**src/rtl/fa32_adder_pkg.sv**
```systemverilog
// Shared datapath constants: default machine word width and the PC increment.
package fa32_adder_pkg;

    localparam int XLEN = 32;
    localparam logic [XLEN-1:0] PC_INC = 32'd4;

endpackage

```
**src/rtl/fa32_adder_full_adder_cell.sv**
```systemverilog
// One-bit full-adder cell; the basic element of the ripple carry chain.
module full_adder_cell (
    input  logic a,
    input  logic b,
    input  logic ci,
    output logic s,
    output logic co
);

    logic p;

    assign p  = a ^ b;
    assign s  = p ^ ci;
    assign co = (a & b) | (ci & p);

endmodule

```
**src/rtl/fa32_adder.sv**
```systemverilog
// WIDTH-bit ripple-carry adder with combinational sum/carry/overflow and an
// enabled, asynchronously reset registered copy for later pipeline stages.
module fa32_adder
    import fa32_adder_pkg::*;
#(
    parameter int WIDTH = XLEN
) (
    input  logic             clk,
    input  logic             rst_n,
    input  logic [WIDTH-1:0] a,
    input  logic [WIDTH-1:0] b,
    input  logic             cin,
    input  logic             en,
    output logic [WIDTH-1:0] sum,
    output logic             cout,
    output logic             ovf,
    output logic [WIDTH-1:0] sum_q,
    output logic             cout_q,
    output logic             ovf_q
);

    // carry[i] is the carry into bit i; carry[WIDTH] leaves the MSB.
    logic [WIDTH:0] carry;

    assign carry[0] = cin;

    for (genvar i = 0; i < WIDTH; i++) begin : g_bit
        full_adder_cell u_cell (
            .a  (a[i]),
            .b  (b[i]),
            .ci (carry[i]),
            .s  (sum[i]),
            .co (carry[i+1])
        );
    end

    assign cout = carry[WIDTH];
    assign ovf  = carry[WIDTH] ^ carry[WIDTH-1];

    // NOTE: state is written with <= so every register samples pre-edge values.
    always_ff @(posedge clk or negedge rst_n) begin
        if (!rst_n) begin
            sum_q  <= '0;
            cout_q <= 1'b0;
            ovf_q  <= 1'b0;
        end else if (en) begin
            sum_q  <= sum;
            cout_q <= cout;
            ovf_q  <= ovf;
        end
    end

endmodule

```
**config.mk**
```make
export PLATFORM = sky130hd
export DESIGN_NAME = fa32_adder
export DESIGN_NICKNAME = d
export VERILOG_FILES = /design/src/rtl/fa32_adder_pkg.sv /design/src/rtl/fa32_adder_full_adder_cell.sv /design/src/rtl/fa32_adder.sv
export SDC_FILE = /design/constraint.sdc
export NUM_CORES = 1
export LEC_CHECK = 0
export ABC_AREA = 1
export CAP_MARGIN = 15
export CORE_MARGIN = 4
export CORE_UTILIZATION = 38
export DETAILED_ROUTE_END_ITERATION = 7
export GPL_ROUTABILITY_DRIVEN = 1
export PLACE_DENSITY_LB_ADDON = 0.25
export SYNTH_ARGS = -nofsm -noshare
export SYNTH_HDL_FRONTEND = slang
export SYNTH_SLANG_ARGS = --single-unit
```
**constraint.sdc**
```tcl
create_clock -name clk -period 33.9 [get_ports clk]
set_input_delay 10.17 -clock clk [delete_from_list [all_inputs] [get_ports clk]]
set_output_delay 10.17 -clock clk [all_outputs]
set_load 0.05 [all_outputs]
```
==> out/metrics.cfg <==
[global_route]
met1_usage_pct = 18.2
busiest_layer = met2
grt_util_met2_pct = 28.8
grt_start_max_net_pins = 38
grt_use_total_pct = 16.1
grt_pass1_wl_mm = 9.06
grt-ovfl-total = 0
use_met3_pct = 5.05
antenna_found_initial = 0
grt_pass1_vias = 1815

[critical_path]
crit_top_cell = fa_1
crit_path_end_kind = primary output
r2r_cells = 2
arrival_ns = 23.32
timing.rr.start = sum_q[31]
startpoint_type = input pin
slowest_stage = fa_1
slowest_delay_ns = 0.45
critPathKind = in -> out
cp_data_required_time_ns = 23.73
path_max_fanout = 2
r2r_end = sum_q[31]
r2r_slack_ns = 33.25

[sta]
min_period_over_period_pct = 98.8
fmax_ghz = 0.0299
skew_ns = 0
drv_slew = 0
final-hold-violation-count = 0
fin_hold_ws_ns = 0.470
tightest_slew_ns = 0.774
slew_headroom_pct = 48.4
fin_crit_ns = 33.49
setup_viol = 0
fin_setup_tns_ns = 0
rsz0062_at_grt = no

[synth]
ys_types = 12
synth_area_per_cell_sq_um = 10.4
syn_area_sq_mm = 0.00227
seq_area_frac_synth_pct = 37.5
ys_warn_count = 0
synthesis.instances = 218
synth-seq-cells = 34
synth_nets = 318

[cts]
root_buffer = clkbuf_8
clk_pin_slew_ns = 0.06
cts_inserted_buffers = 5
htree_levels = 2
clock-sinks = 34
cts_tree = yes
clock_latency_ns = 0.27
cts_setup_buffers = 0
clk_path_buf_depth = 2

[min_path]
hold_class = reg -> reg
hold_depth = 2
hold_path.startpoint = sum_q[2]
worstHoldEndpoint = sum_q[2]

[flow_run]
cap_violations = 0

[detailed_routing]
drt-total-wl_mm = 5.61
wl_per_cell_microns = 14.3
drc = 0
first_pass_iters = 4
vias = 1710
ant_nets = 0
avgViaCountPerCell = 4.35
drt-initial-drc-count = 47

[floorplan]
fp.dieH_microns = 85.2
rows = 27
die_x_microns = 85.2
core_area_sq_mm = 0.00564
dieArea_sq_mm = 0.00727
start_util_pct = 40.2
io_pins = 136

[layout]
fin_nets = 422
area_growth_syn_to_layout_pct = 55.0
drive_gt1_share_pct = 8.72
antenna_cells = 0

[outcome]
status = complete, no violations

[placement]
io_buffers = 135
place_congestion = 0.758
hpwl_mm = 4.59

[power]
p_leak_nw = 1.58
cellPowerDensity_mw_per_mm2 = 57.6
vdd_drop_max_mv = 0.0292

==> cell type report <==
| type | instances | area, sq um |
|---|---|---|
| Clock buffer | 6 | 82.6 |
| Fill cell | 498 | 2130 |
| Inverter | 11 | 48.8 |
| Multi-Input combinational cell | 134 | 1060 |
| Sequential cell | 34 | 851 |
| Tap cell | 72 | 90.1 |
| Timing Repair Buffer | 136 | 1380 |
==> cell usage in the layout (no fill, tap or decap) <==
| master | netlist | final |
|---|---|---|
| buf_4 | 35 | 3 |
| nand3_1 | 1 | 1 |
| inv_8 | 1 | 1 |
| clkdlybuf4s50_1 | 0 | 129 |
| nand2_1 | 89 | 89 |
| inv_1 | 10 | 9 |
| dfrtp_1 | 34 | 34 |
| and2_1 | 1 | 1 |
| buf_2 | 0 | 1 |
| o21ai_0 | 3 | 3 |
| nand2_2 | 8 | 8 |
| fa_2 | 0 | 5 |
| inv_2 | 0 | 1 |
| buf_12 | 1 | 3 |
| fa_1 | 32 | 27 |
| clkbuf_8 | 0 | 6 |
==> critical path, delay by kind of cell <==
kind                     cells  cell delay [ns]
buffers and inverters        6             0.88
adder cells (fa/ha/maj)     32            12.26
==> power by group <==
group	internal [mW]	switching (mW)	total (mW)
Clock	0.0156	0.0132	0.0289
Sequential	0.0480	0.00418	0.0522
Combinational	0.0432	0.0782	0.121
Total	0.107	0.0956	0.202
==> how the worst max path moves through the flow <==
stage,start,endpoint,slack [ns],cells after the start
CTS,a[0],sum[31],0.11,38
detailed placement,a[0],sum[31],0.13,38
global route,a[0],sum[31],0.01,38
floorplan,a[0],ovf,0.85,38
finish,a[0],sum[31],0.41,38
global placement,a[0],sum[31],0.36,38
==> registers in the layout, indices dropped and copies added, names as in the netlist <==
| name | cells |
|---|---|
| cout_q | 1 |
| ovf_q | 1 |
| sum_q | 32 |
==> logic make-up (layout without fill, tap and decap cells) <==
family | Yosys count | after routing | share of synthesized area (%)
AOI/OAI and AO/OA | 3 | 3 | 0.662
adders and majority gates | 32 | 32 | 28.3
buffers and inverters | 50 | 153 | 16.1
DFF | 34 | 34 | 37.5
and+or+nand+nor | 99 | 99 | 17.4
==> per-stage QoR <==
step / setup WS (ns) / area (sq um) / utilization, % / power (mW) / instances
finish: 0.410 / 3510 / 62.3 / 0.202 / 393
global route: 0.0128 / 3510 / 62.3 / 0.214 / 393
CTS: 0.106 / 3500 / 62.1 / 0.205 / 393
detailed placement: 0.132 / 3420 / 60.6 / 0.175 / 387
global placement: 0.356 / 3420 / 60.6 / 0.173 / 387
floorplan: 0.851 / 2270 / - / 0.138 / 218
==> cell usage after synthesis <==
master | instances | area share, %
nand2_1 | 89 | 15
buf_4 | 35 | 12
dfrtp_1 | 34 | 38
fa_1 | 32 | 28
inv_1 | 10 | 1.7
nand2_2 | 8 | 2.2
buf_6 | 3 | 1.5
o21ai_0 | 3 | 0.66
and2_1 | 1 | 0.28
buf_12 | 1 | 0.88
inv_8 | 1 | 0.50
nand3_1 | 1 | 0.22
==> repair_timing <==
action                     in CTS  in global routing
setup endpoints to repair       0                  3
hold buffers                    0                  0
gates resized for setup         0                  6
==> routing by layer <==
layer / share of wire [%] / vias to the layer above
met5: 0 / -
met4: 1.4 / 0
met3: 8.6 / 6
met2: 53 / 75
met1: 37 / 806
li1: - / 823
(Power assumes the default switching activity.)
